<file path="config.mk">
export PLATFORM = sky130hd
export DESIGN_NAME = pwm_key_ctrl_flat
export DESIGN_NICKNAME = d
export VERILOG_FILES = /design/src/rtl/pwm_pkg.sv /design/src/rtl/pwm_key_ctrl_if.sv /design/src/rtl/key_edge.sv /design/src/rtl/pwm_key_ctrl.sv /design/src/flat_wrapper.sv
export SDC_FILE = /design/constraint.sdc
export NUM_CORES = 1
export LEC_CHECK = 0
export CAP_MARGIN = 25
export CORE_MARGIN = 4
export CORE_UTILIZATION = 53
export CTS_CLUSTER_SIZE = 25
export DETAILED_ROUTE_END_ITERATION = 6
export HOLD_SLACK_MARGIN = 0.02
export MAX_ROUTING_LAYER = met4
export PLACE_DENSITY = 0.76
export SLEW_MARGIN = 10
export SYNTH_ARGS = -nofsm -noshare
export SYNTH_HDL_FRONTEND = slang
export SYNTH_SLANG_ARGS = --single-unit
</file>
<file path="constraint.sdc">
create_clock -name clock -period 4.4 [get_ports clock]
set_input_delay 0.88 -clock clock [delete_from_list [all_inputs] [get_ports clock]]
set_output_delay 0.88 -clock clock [all_outputs]
set_load 0.01 [all_outputs]
</file>
<file path="src/rtl/pwm_pkg.sv">
`default_nettype none
// ============================================================================
//  Module      : pwm_pkg
//  Description : Shared constants for the PWM key controller: repeat FSM
//                state encoding, key bit indices and default parameters.
//  Revision    : 1.0 - initial release
// ============================================================================
package pwm_pkg;

    // Auto-repeat FSM state encoding
    localparam logic [1:0] c_ST_IDLE = 2'd0;
    localparam logic [1:0] c_ST_HOLD = 2'd1;
    localparam logic [1:0] c_ST_RPT  = 2'd2;

    // Bit positions inside key_n
    localparam int c_KEY_INC   = 0;
    localparam int c_KEY_DEC   = 1;
    localparam int c_KEY_SEL   = 2;
    localparam int c_KEY_APPLY = 3;

    // Default parameter values (timings assume a 50 MHz clock)
    localparam logic [24:0] c_REPEAT_DLY_DEF = 25'd24999999;
    localparam logic [24:0] c_REPEAT_PER_DEF = 25'd4999999;
    localparam logic [7:0]  c_DUTY_MAX_DEF   = 8'd250;
    localparam logic [5:0]  c_DEAD_MAX_DEF   = 6'd63;
    localparam logic [7:0]  c_DUTY_RST_DEF   = 8'd125;
    localparam logic [5:0]  c_DEAD_RST_DEF   = 6'd10;

endpackage
`default_nettype wire

</file>
<file path="src/rtl/pwm_key_ctrl_if.sv">
`default_nettype none
// ============================================================================
//  Module      : pwm_key_ctrl_if
//  Description : Key / PWM-control signal bundle of the PWM key controller.
//                slave = controller side, master = driver/observer side.
//  Revision    : 1.0 - initial release
// ============================================================================
interface pwm_key_ctrl_if;

    logic [3:0] key_n;
    logic       period_end;
    logic [7:0] duty;
    logic [5:0] dead;
    logic       sel;
    logic [7:0] disp_val;
    logic       pending;
    logic       upd;

    modport master (
        output key_n, period_end,
        input  duty, dead, sel, disp_val, pending, upd
    );

    modport slave (
        input  key_n, period_end,
        output duty, dead, sel, disp_val, pending, upd
    );

endinterface
`default_nettype wire

</file>
<file path="src/rtl/key_edge.sv">
`default_nettype none
// ============================================================================
//  Module      : key_edge
//  Description : 4-bit falling-edge (press) detector on active-low keys with
//                a registered previous value. Detection is held off for the
//                first cycle after reset so keys already down at reset
//                release must be released and pressed again.
//  Revision    : 1.0 - initial release
// ============================================================================
module key_edge (
    input  wire logic       clock,
    input  wire logic       reset,
    input  wire logic [3:0] i_key_n,
    output logic      [3:0] o_press
);

    logic [3:0] r_prev;
    logic       r_armed;

    // Track previous key levels; arm detection one cycle after reset
    always_ff @(posedge clock) begin
        if (reset) begin
            r_prev  <= 4'hF;
            r_armed <= 1'b0;
        end else begin
            r_prev  <= i_key_n;
            r_armed <= 1'b1;
        end
    end

    assign o_press = r_armed ? (r_prev & ~i_key_n) : 4'h0;

endmodule
`default_nettype wire

</file>
<file path="src/rtl/pwm_key_ctrl.sv">
`default_nettype none
// ============================================================================
//  Module      : pwm_key_ctrl
//  Description : Key-driven editor for PWM duty and dead time. INC/DEC edit a
//                shadow register with press-and-hold auto-repeat, SEL picks
//                the target, APPLY copies the shadows into the active
//                registers at the next PWM period boundary.
//  Revision    : 1.0 - initial release
// ============================================================================
module pwm_key_ctrl
    import pwm_pkg::*;
#(
    parameter logic [24:0] REPEAT_DLY = c_REPEAT_DLY_DEF,
    parameter logic [24:0] REPEAT_PER = c_REPEAT_PER_DEF,
    parameter logic [7:0]  DUTY_MAX   = c_DUTY_MAX_DEF,
    parameter logic [5:0]  DEAD_MAX   = c_DEAD_MAX_DEF,
    parameter logic [7:0]  DUTY_RST   = c_DUTY_RST_DEF,
    parameter logic [5:0]  DEAD_RST   = c_DEAD_RST_DEF
) (
    input  wire logic       clock,
    input  wire logic       reset,
    pwm_key_ctrl_if.slave   ctrl
);

    logic [3:0]  w_press;
    logic        w_apply_ev;
    logic        w_sel_ev;
    logic        w_inc_ev;
    logic        w_dec_ev;

    logic [1:0]  r_state;
    logic [1:0]  w_state_nxt;
    logic [24:0] r_timer;
    logic [24:0] w_timer_nxt;
    logic [24:0] w_timer_inc;
    logic        r_dir;          // 0 = INC held, 1 = DEC held
    logic        w_dir_nxt;
    logic        w_step;
    logic        w_held_up;

    logic [7:0]  r_sh_duty;
    logic [5:0]  r_sh_dead;
    logic [7:0]  w_sh_duty_nxt;
    logic [5:0]  w_sh_dead_nxt;
    logic        r_sel;
    logic [7:0]  r_disp;

    logic [7:0]  r_duty;
    logic [5:0]  r_dead;
    logic        r_pending;
    logic        w_load;
    logic        r_load_q;
    logic        r_upd;

    key_edge u_key_edge (
        .clock   (clock),
        .reset   (reset),
        .i_key_n (ctrl.key_n),
        .o_press (w_press)
    );

    // Priority resolution of simultaneous presses: APPLY > SEL > INC > DEC
    always_comb begin
        w_apply_ev = w_press[c_KEY_APPLY];
        w_sel_ev   = w_press[c_KEY_SEL] & ~w_press[c_KEY_APPLY];
        w_inc_ev   = w_press[c_KEY_INC] & ~w_press[c_KEY_SEL] & ~w_press[c_KEY_APPLY];
        w_dec_ev   = w_press[c_KEY_DEC] & ~w_press[c_KEY_INC] & ~w_press[c_KEY_SEL]
                   & ~w_press[c_KEY_APPLY];
    end

    assign w_timer_inc = r_timer + 25'd1;
    assign w_held_up   = r_dir ? ctrl.key_n[c_KEY_DEC] : ctrl.key_n[c_KEY_INC];

    // Auto-repeat FSM: one step on the press, one after the hold delay,
    // then one per repeat period until the held key is released
    always_comb begin
        w_state_nxt = r_state;
        w_timer_nxt = r_timer;
        w_dir_nxt   = r_dir;
        w_step      = 1'b0;
        case (r_state)
            c_ST_IDLE: begin
                if (w_inc_ev || w_dec_ev) begin
                    w_state_nxt = c_ST_HOLD;
                    w_timer_nxt = 25'd0;
                    w_dir_nxt   = w_dec_ev;
                    w_step      = 1'b1;
                end
            end
            c_ST_HOLD, c_ST_RPT: begin
                if (w_held_up || w_press[c_KEY_SEL] || w_press[c_KEY_APPLY]) begin
                    w_state_nxt = c_ST_IDLE;
                    w_timer_nxt = 25'd0;
                end else if (w_timer_inc == ((r_state == c_ST_HOLD) ? REPEAT_DLY : REPEAT_PER)) begin
                    w_state_nxt = c_ST_RPT;
                    w_timer_nxt = 25'd0;
                    w_step      = 1'b1;
                end else begin
                    w_timer_nxt = w_timer_inc;
                end
            end
            default: begin
                w_state_nxt = c_ST_IDLE;
                w_timer_nxt = 25'd0;
            end
        endcase
    end

    // Saturating step of the selected shadow register
    always_comb begin
        w_sh_duty_nxt = r_sh_duty;
        w_sh_dead_nxt = r_sh_dead;
        if (w_step) begin
            if (!r_sel) begin
                if (w_dir_nxt) begin
                    if (r_sh_duty != 8'd0) w_sh_duty_nxt = r_sh_duty - 8'd1;
                end else if (r_sh_duty < DUTY_MAX) begin
                    w_sh_duty_nxt = r_sh_duty + 8'd1;
                end
            end else begin
                if (w_dir_nxt) begin
                    if (r_sh_dead != 6'd0) w_sh_dead_nxt = r_sh_dead - 6'd1;
                end else if (r_sh_dead < DEAD_MAX) begin
                    w_sh_dead_nxt = r_sh_dead + 6'd1;
                end
            end
        end
    end

    // FSM state, repeat timer and held-key direction
    always_ff @(posedge clock) begin
        if (reset) begin
            r_state <= c_ST_IDLE;
            r_timer <= 25'd0;
            r_dir   <= 1'b0;
        end else begin
            r_state <= w_state_nxt;
            r_timer <= w_timer_nxt;
            r_dir   <= w_dir_nxt;
        end
    end

    // Shadow registers, edit target and the registered display value
    always_ff @(posedge clock) begin
        if (reset) begin
            r_sh_duty <= DUTY_RST;
            r_sh_dead <= DEAD_RST;
            r_sel     <= 1'b0;
            r_disp    <= DUTY_RST;
        end else begin
            r_sh_duty <= w_sh_duty_nxt;
            r_sh_dead <= w_sh_dead_nxt;
            if (w_sel_ev) r_sel <= ~r_sel;
            r_disp    <= r_sel ? {2'b00, r_sh_dead} : r_sh_duty;
        end
    end

    assign w_load = r_pending & ctrl.period_end;

    // Deferred apply: shadows move to the active registers at period end;
    // upd follows the load by one cycle
    always_ff @(posedge clock) begin
        if (reset) begin
            r_duty    <= DUTY_RST;
            r_dead    <= DEAD_RST;
            r_pending <= 1'b0;
            r_load_q  <= 1'b0;
            r_upd     <= 1'b0;
        end else begin
            r_load_q <= w_load;
            r_upd    <= r_load_q;
            if (w_load) begin
                r_duty    <= r_sh_duty;
                r_dead    <= r_sh_dead;
                r_pending <= 1'b0;
            end else if (w_apply_ev) begin
                r_pending <= 1'b1;
            end
        end
    end

    assign ctrl.duty     = r_duty;
    assign ctrl.dead     = r_dead;
    assign ctrl.sel      = r_sel;
    assign ctrl.disp_val = r_disp;
    assign ctrl.pending  = r_pending;
    assign ctrl.upd      = r_upd;

endmodule
`default_nettype wire

</file>
<file path="src/flat_wrapper.sv">
// flat-port wrapper written by rule: the top's interface ports become plain ports
module pwm_key_ctrl_flat import pwm_pkg::*;
#(
    parameter logic [24:0] REPEAT_DLY = c_REPEAT_DLY_DEF,
    parameter logic [24:0] REPEAT_PER = c_REPEAT_PER_DEF,
    parameter logic [7:0]  DUTY_MAX   = c_DUTY_MAX_DEF,
    parameter logic [5:0]  DEAD_MAX   = c_DEAD_MAX_DEF,
    parameter logic [7:0]  DUTY_RST   = c_DUTY_RST_DEF,
    parameter logic [5:0]  DEAD_RST   = c_DEAD_RST_DEF
)
  (clock, reset, ctrl_key_n, ctrl_period_end, ctrl_duty, ctrl_dead, ctrl_sel, ctrl_disp_val, ctrl_pending, ctrl_upd);
  pwm_key_ctrl_if ctrl_i ();
  input  wire logic clock;
  input  wire logic reset;
  input wire logic [$bits(ctrl_i.key_n)-1:0] ctrl_key_n;
  input wire logic [$bits(ctrl_i.period_end)-1:0] ctrl_period_end;
  output wire logic [$bits(ctrl_i.duty)-1:0] ctrl_duty;
  output wire logic [$bits(ctrl_i.dead)-1:0] ctrl_dead;
  output wire logic [$bits(ctrl_i.sel)-1:0] ctrl_sel;
  output wire logic [$bits(ctrl_i.disp_val)-1:0] ctrl_disp_val;
  output wire logic [$bits(ctrl_i.pending)-1:0] ctrl_pending;
  output wire logic [$bits(ctrl_i.upd)-1:0] ctrl_upd;
  assign ctrl_i.key_n = ctrl_key_n;
  assign ctrl_i.period_end = ctrl_period_end;
  assign ctrl_duty = ctrl_i.duty;
  assign ctrl_dead = ctrl_i.dead;
  assign ctrl_sel = ctrl_i.sel;
  assign ctrl_disp_val = ctrl_i.disp_val;
  assign ctrl_pending = ctrl_i.pending;
  assign ctrl_upd = ctrl_i.upd;
  pwm_key_ctrl #(.REPEAT_DLY(REPEAT_DLY), .REPEAT_PER(REPEAT_PER), .DUTY_MAX(DUTY_MAX), .DEAD_MAX(DEAD_MAX), .DUTY_RST(DUTY_RST), .DEAD_RST(DEAD_RST)) u_core (.clock(clock), .reset(reset), .ctrl(ctrl_i));
endmodule
</file>
==> impl_metrics.toml, run 1 <==
[timing]
rsz0062_at_grt = "no"
setup_viol = 0
worst_pin_slew_ns = 0.7418
final.min_clock_period_ns = 3.921
hold_violations = 0
setup_tns_ns = 0
timing.fmax_mhz = 255.0
finalMaxSlewViolations = 0
max_slew_margin_pct = 50.22
period_share_pct = 89.11
fin_skew_ns = 0.006196

[floorplan]
dieWidth_um = 97.12
die_h_um = 97.12
core_region_area_um2 = 7727
ioPinCount = 32
initial_core_util_pct = 54.47
die_area_um2 = 9431
rows = 32

[setup_path]
cp_slowest_cell = "a31oi_1"
cp_cell_sequence = "clkdlybuf4s50_1 > nand2b_1 > and3_1 > a31oi_1 > ha_1 > a21oi_1 > o211ai_1 > o41ai_1 > xnor2_1 > and4_1 > a32oi_1 > mux2_2"
reg2reg_to = "u_core.r_sh_duty[7]"
r2r_cells = 13
cp-end-kind = "flip-flop"
start_kind = "input pin"
crit_type = "input pin to flip-flop"
cp_top_family = "compound AO/OA/AOI/OAI gates"
required_ns = 4.64
worst_ep_arrival_time_ns = 4.16
crit_path_start = "ctrl_key_n[3]"
slowest_delay_ns = 0.50
path_buf_inv = 1
cp_max_fo = 6
cp_num_cells = 12
crit_end = "u_core.r_sh_duty[7]"
rr_startpoint = "u_core.r_state[1]"
r2r_setup_slack_ns = 0.92

[clocking]
post_cts_resize_count = 0
cts-root-buf = "clkbuf_8"
clockBufferDepth = 2
hold_buffers = 0
cts_sinks = 73
cts_setup_buffers = 0
path_clk_slew_ns = 0.08
numCtsBuffers = 9
clk_latency_ns = 0.35
cts_tree = "done"
h-tree-depth = 3

[synthesis]
synthTopCellsByCount = "73 x dfxtp_1, 61 x nand2_1, 27 x xnor2_1"
synth_edf_count = 0
postSynthCellCount = 470
ys.warnings.count = 0
yosysTopAreaCell = "dfxtp_1"
synthArstFlopShare_pct = 0
yosysSeqAreaShare_pct = 34.72
synth_area_leaders = "dfxtp_1 35%, xnor2_1 5.6%, nand2_1 5.4%, nor2_4 5.4%, ha_1 4.8%"
ys_dominant_reg_cell = "dfxtp_1"
ys_ff_latch = 73
syn_avg_cell_area_um2 = 8.955
yosysMostFrequentCell = "dfxtp_1"
synth_top_area_share_pct = 34.72
synth_nets = 495
netlist_area_um2 = 4209
synth_cell_type_count = 68

[power_and_ir_drop]
leakage_nw = 1.778
p_sw_mw = 0.5004
pwr-share-clk_pct = 37.4
peakVddDrop_mv = 0.1827
p_per_area_nw_per_um2 = 355.9
p_int_mw = 1.204
comb_power_share_pct = 20.1
seq_power_share_pct = 42.5
switching_share_pct = 29.35

[global_routing]
first_global_vias = 3345
grt_max_degree = 35
busiest_layer = "met2"
use_met1_pct = 28.62
overflow = 0
grt_use_met2_pct = 31.42
grt_usage_pct = 20.86
grt_use_met3_pct = 3.733
antenna_found_initial = 0
grt_pass1_wl_mm = 16.19

[detailed_routing]
drc_errors = 0
drt_pass1_iterations = 4
wl_per_cell_um = 15.37
avgViaCountPerCell = 5.782
first_iter_violations = 193
final_antenna_net_count = 0
wl_mm = 9.255
route.vias.total = 3481

[cells_and_area]
fill_cells = 649
final_util_pct = 62.00
diodes = 0
nets = 520
syn_to_final_growth_pct = 13.82
drive_above_1_share_pct = 12.00

[place]
place_hpwl_mm = 6.402
gp_congestion = 0.8631
portBuffers = 31

[flow_run]
maxCapViolCount = 0

[min_path]
min_path_type = "flip-flop to flip-flop"

[run_status]
status = "completed"
-- power groups by stage --
stage | combinational, mW | sequential [mW] | clock [mW]
5_1_grt | 0.378 | 0.729 | 0.676
3_5_place_dp | 0.336 | 0.739 | 0
6_report | 0.342 | 0.725 | 0.638
2_1_floorplan | 0.258 | 0.731 | 0
4_1_cts | 0.340 | 0.724 | 0.649
3_3_place_gp | 0.324 | 0.737 | 0
-- stage by stage --
stage | hold WS [ns] | std cells | instance area [um2] | worst slack [ns] | power [mW]
floorplan | 0.4138 | 470 | 4209 | 0.1710 | 0.9894
global placement | 0.4217 | 586 | 4548 | 0.3323 | 1.061
detailed placement | 0.4283 | 586 | 4548 | 0.1816 | 1.074
CTS | 0.4500 | 602 | 4791 | 0.5339 | 1.714
global route | 0.4868 | 602 | 4791 | 0.2947 | 1.784
finish | 0.4426 | 602 | 4791 | 0.4791 | 1.705
-- state kept, by name (all words and copies together), names as in the netlist --
register,flops
u_core.ctrl.disp_val,8
u_core.u_key_edge.r_prev,4
u_core.r_sh_duty,8
u_core.ctrl.upd,1
u_core.ctrl.dead,6
u_core.r_dir,1
u_core.r_timer,25
u_core.r_sh_dead,6
u_core.r_state,2
u_core.r_load_q,1
u_core.ctrl.duty,8
u_core.u_key_edge.r_armed,1
u_core.ctrl.sel,1
u_core.ctrl.pending,1
-- layout make-up --
cell class                 instances  area (um2)  area share (%)
clock inverter                     7       118.9           2.481
timing repair buffer              38       375.4           7.835
sequential                        73        1461           30.50
multi-input combinational        356        2520           52.60
inverter                          17       63.81           1.332
tap                              102       127.6           2.664
clock buffer                       9       123.9           2.586
-- routing by layer --
metal  vias to the layer above  wire length (um)
li1                       1711                 -
met1                      1644              4312
met2                       106              4283
met3                        20               498
met4                         0               161
met5                         -                 0
-- worst min path at each step --
stage	from	endpoint	slack, ns	cells past startpoint
floorplan	u_core.r_load_q	u_core.ctrl.upd	0.41	1
detailed placement	u_core.r_load_q	u_core.ctrl.upd	0.43	1
finish	u_core.r_load_q	u_core.ctrl.upd	0.44	1
global route	u_core.r_load_q	u_core.ctrl.upd	0.49	1
global placement	u_core.r_load_q	u_core.ctrl.upd	0.42	1
CTS	u_core.r_load_q	u_core.ctrl.upd	0.45	1
-- placed cells by master (no fill, tap or decap), types with 3 or more instances in the layout --
cell and count:
a21oi_1 19, or3_1 3, buf_4 6, nand3_1 25, nand4_1 11, mux2i_1 9
nor4_2 3, o21ai_0 6, clkdlybuf4s50_1 31, clkbuf_8 9, o2111ai_1 3, nor2_1 22
nor3b_1 3, nor2b_1 7, or2_2 4, dfxtp_1 73, inv_1 16, xor2_1 21
nor2_4 20, a31oi_1 9, bufinv_16 3, nor3_1 7, o211ai_1 8, xnor2_1 27
nand2_1 61, o21ai_1 3, or4_1 4, ha_1 16, and3_1 10, a21o_1 4
o31ai_1 4, nor4_1 4
-- logic make-up after synthesis --
family | count (synthesis) | synth area share (%)
AOI/OAI and AO/OA | 78 | 12.84
xor gates and xnor gates | 48 | 9.988
adders and majority gates | 18 | 5.707
buffers and inverters | 41 | 5.440
DFF | 73 | 34.72
muxes | 11 | 2.675
and+or+nand+nor | 201 | 28.63
Power figures use the tool's default switching activity.
==> run 2: changes to the inputs <==
==> constraint.sdc (replaced) <==
create_clock -name clock -period 4.4 [get_ports clock]
set_input_delay 1.1 -clock clock [delete_from_list [all_inputs] [get_ports clock]]
set_output_delay 1.1 -clock clock [all_outputs]
set_load 0.01 [all_outputs]
==> impl_metrics.toml, run 2 (synthesized netlist as in run 1, its figures left out) <==
[cells_and_area]
diodes = 0
multi_input_area_um2 = 2535
layout_commonest_cell = "dfxtp_1"
mostFrequentLayoutCells = "73 x dfxtp_1, 61 x nand2_1, 31 x clkdlybuf4s50_1"
top_register = "u_core.r_timer"
drive_above_1_share_pct = 12.38
largest_reg_flops = 25
fill_cells = 673
nets = 521
syn_to_final_growth_pct = 13.47
final_area_um2 = 4776
register_area_um2 = 1461

[floorplan]
core_region_area_um2 = 7727
dieWidth_um = 97.12
rows = 32
die_h_um = 97.12
ioPinCount = 32
die_area_um2 = 9431
initial_core_util_pct = 54.47

[setup_path]
worst_ep_arrival_time_ns = 4.23
r2r_setup_slack_ns = 0.93
cp_max_fo = 7
required_ns = 4.64
cp-end-kind = "flip-flop"
r2r_cells = 13
crit_type = "input pin to flip-flop"
start_kind = "input pin"

[clocking]
h-tree-depth = 3
cts-root-buf = "clkbuf_8"
hold_buffers = 0
cts_sinks = 73
cts_tree = "done"
path_clk_slew_ns = 0.08
post_cts_resize_count = 0
clk_latency_ns = 0.35
clockBufferDepth = 2
numCtsBuffers = 9
cts_setup_buffers = 0

[global_routing]
grt_usage_pct = 20.37
use_met1_pct = 26.85
grt_use_met3_pct = 4.594
antenna_found_initial = 0
grt_pass1_wl_mm = 15.55
grt_max_degree = 34
busiest_layer = "met2"
overflow = 0
first_global_vias = 3280
grt_use_met2_pct = 29.72

[detailed_routing]
drt_pass1_iterations = 5
wl_mm = 9.244
final_antenna_net_count = 0
first_iter_violations = 208
avgViaCountPerCell = 5.844
route.vias.total = 3524
drc_errors = 0
wl_per_cell_um = 15.33

[timing]
timing.hold.ws_ns = 0.4403
setup_tns_ns = 0
finalMaxSlewViolations = 0
hold_violations = 0
max_slew_margin_pct = 52.31
final.min_clock_period_ns = 3.985
period_share_pct = 90.57
setup_viol = 0
rsz0062_at_grt = "no"
worst_pin_slew_ns = 0.7105
fin_ws_ns = 0.4151
timing.fmax_mhz = 250.9
fin_skew_ns = 0.006919

[flow_run]
maxCapViolCount = 0

[place]
gp_congestion = 0.8840
pre_cts_slack_ns = 0.005216
placed_area_um2 = 4562
place_hpwl_mm = 6.558
portBuffers = 31

[run_status]
status = "completed"

[power_and_ir_drop]
leakage_nw = 1.766
peakVddDrop_mv = 0.1669
finalPower_mw = 1.612
p_per_area_nw_per_um2 = 337.6

[min_path]
min_path_type = "flip-flop to flip-flop"
min_path_cells = 1
[run 2: cell count changes in the layout (fill, tap and decap cells not counted)]
| cell | previous run | this run |
|---|---|---|
| buf_4 | 6 | 7 |
| clkinv_4 | 1 | 2 |
| a31oi_1 | 9 | 8 |
| bufinv_16 | 3 | 1 |
| a31oi_4 | 0 | 1 |
| clkbuf_8 | 9 | 10 |
[run 2: final timing paths]
kind / startpoint / end
max: ctrl_key_n[2] / u_core.r_sh_duty[7]
min: u_core.r_load_q / u_core.ctrl.upd
max reg2reg: u_core.r_state[0] / u_core.r_sh_duty[7]
min reg2reg: u_core.r_load_q / u_core.ctrl.upd
[run 2: cell type report]
class	instances	share of cell area (%)
clock buffer	10	2.882
clock inverter	6	1.415
inverter	17	1.336
multi-input combinational	356	53.08
sequential	73	30.60
tap	102	2.672
timing repair buffer	39	8.017
[run 2: where the power goes]
group | switching, mW | internal (mW) | total [mW]
combinational | 0.209 | 0.142 | 0.351
sequential | 0.0346 | 0.689 | 0.723
clock | 0.260 | 0.278 | 0.538
[run 2: per-stage QoR]
stage               std cells  utilization [%]
floorplan                 470                -
global placement          586            58.78
detailed placement        587            59.04
CTS                       603            61.69
global route              603            61.80
finish                    603            61.80
[run 2: worst max-delay path: stages]
cell and delay [ns]:
clkdlybuf4s50_1 0.42, nand2b_1 0.19, and3_1 0.24, a31oi_4 0.30
ha_1 0.31, a21oi_1 0.24, o211ai_1 0.16, o41ai_1 0.33
xnor2_1 0.16, and4_1 0.23, a32oi_1 0.19, mux2_2 0.35
[run 2: layer usage]
| metal | routed length [um] | vias to the layer above |
|---|---|---|
| met5 | 0 | - |
| met4 | 264 | 0 |
| met3 | 567 | 28 |
| met2 | 4149 | 121 |
| met1 | 4263 | 1657 |
| li1 | - | 1718 |
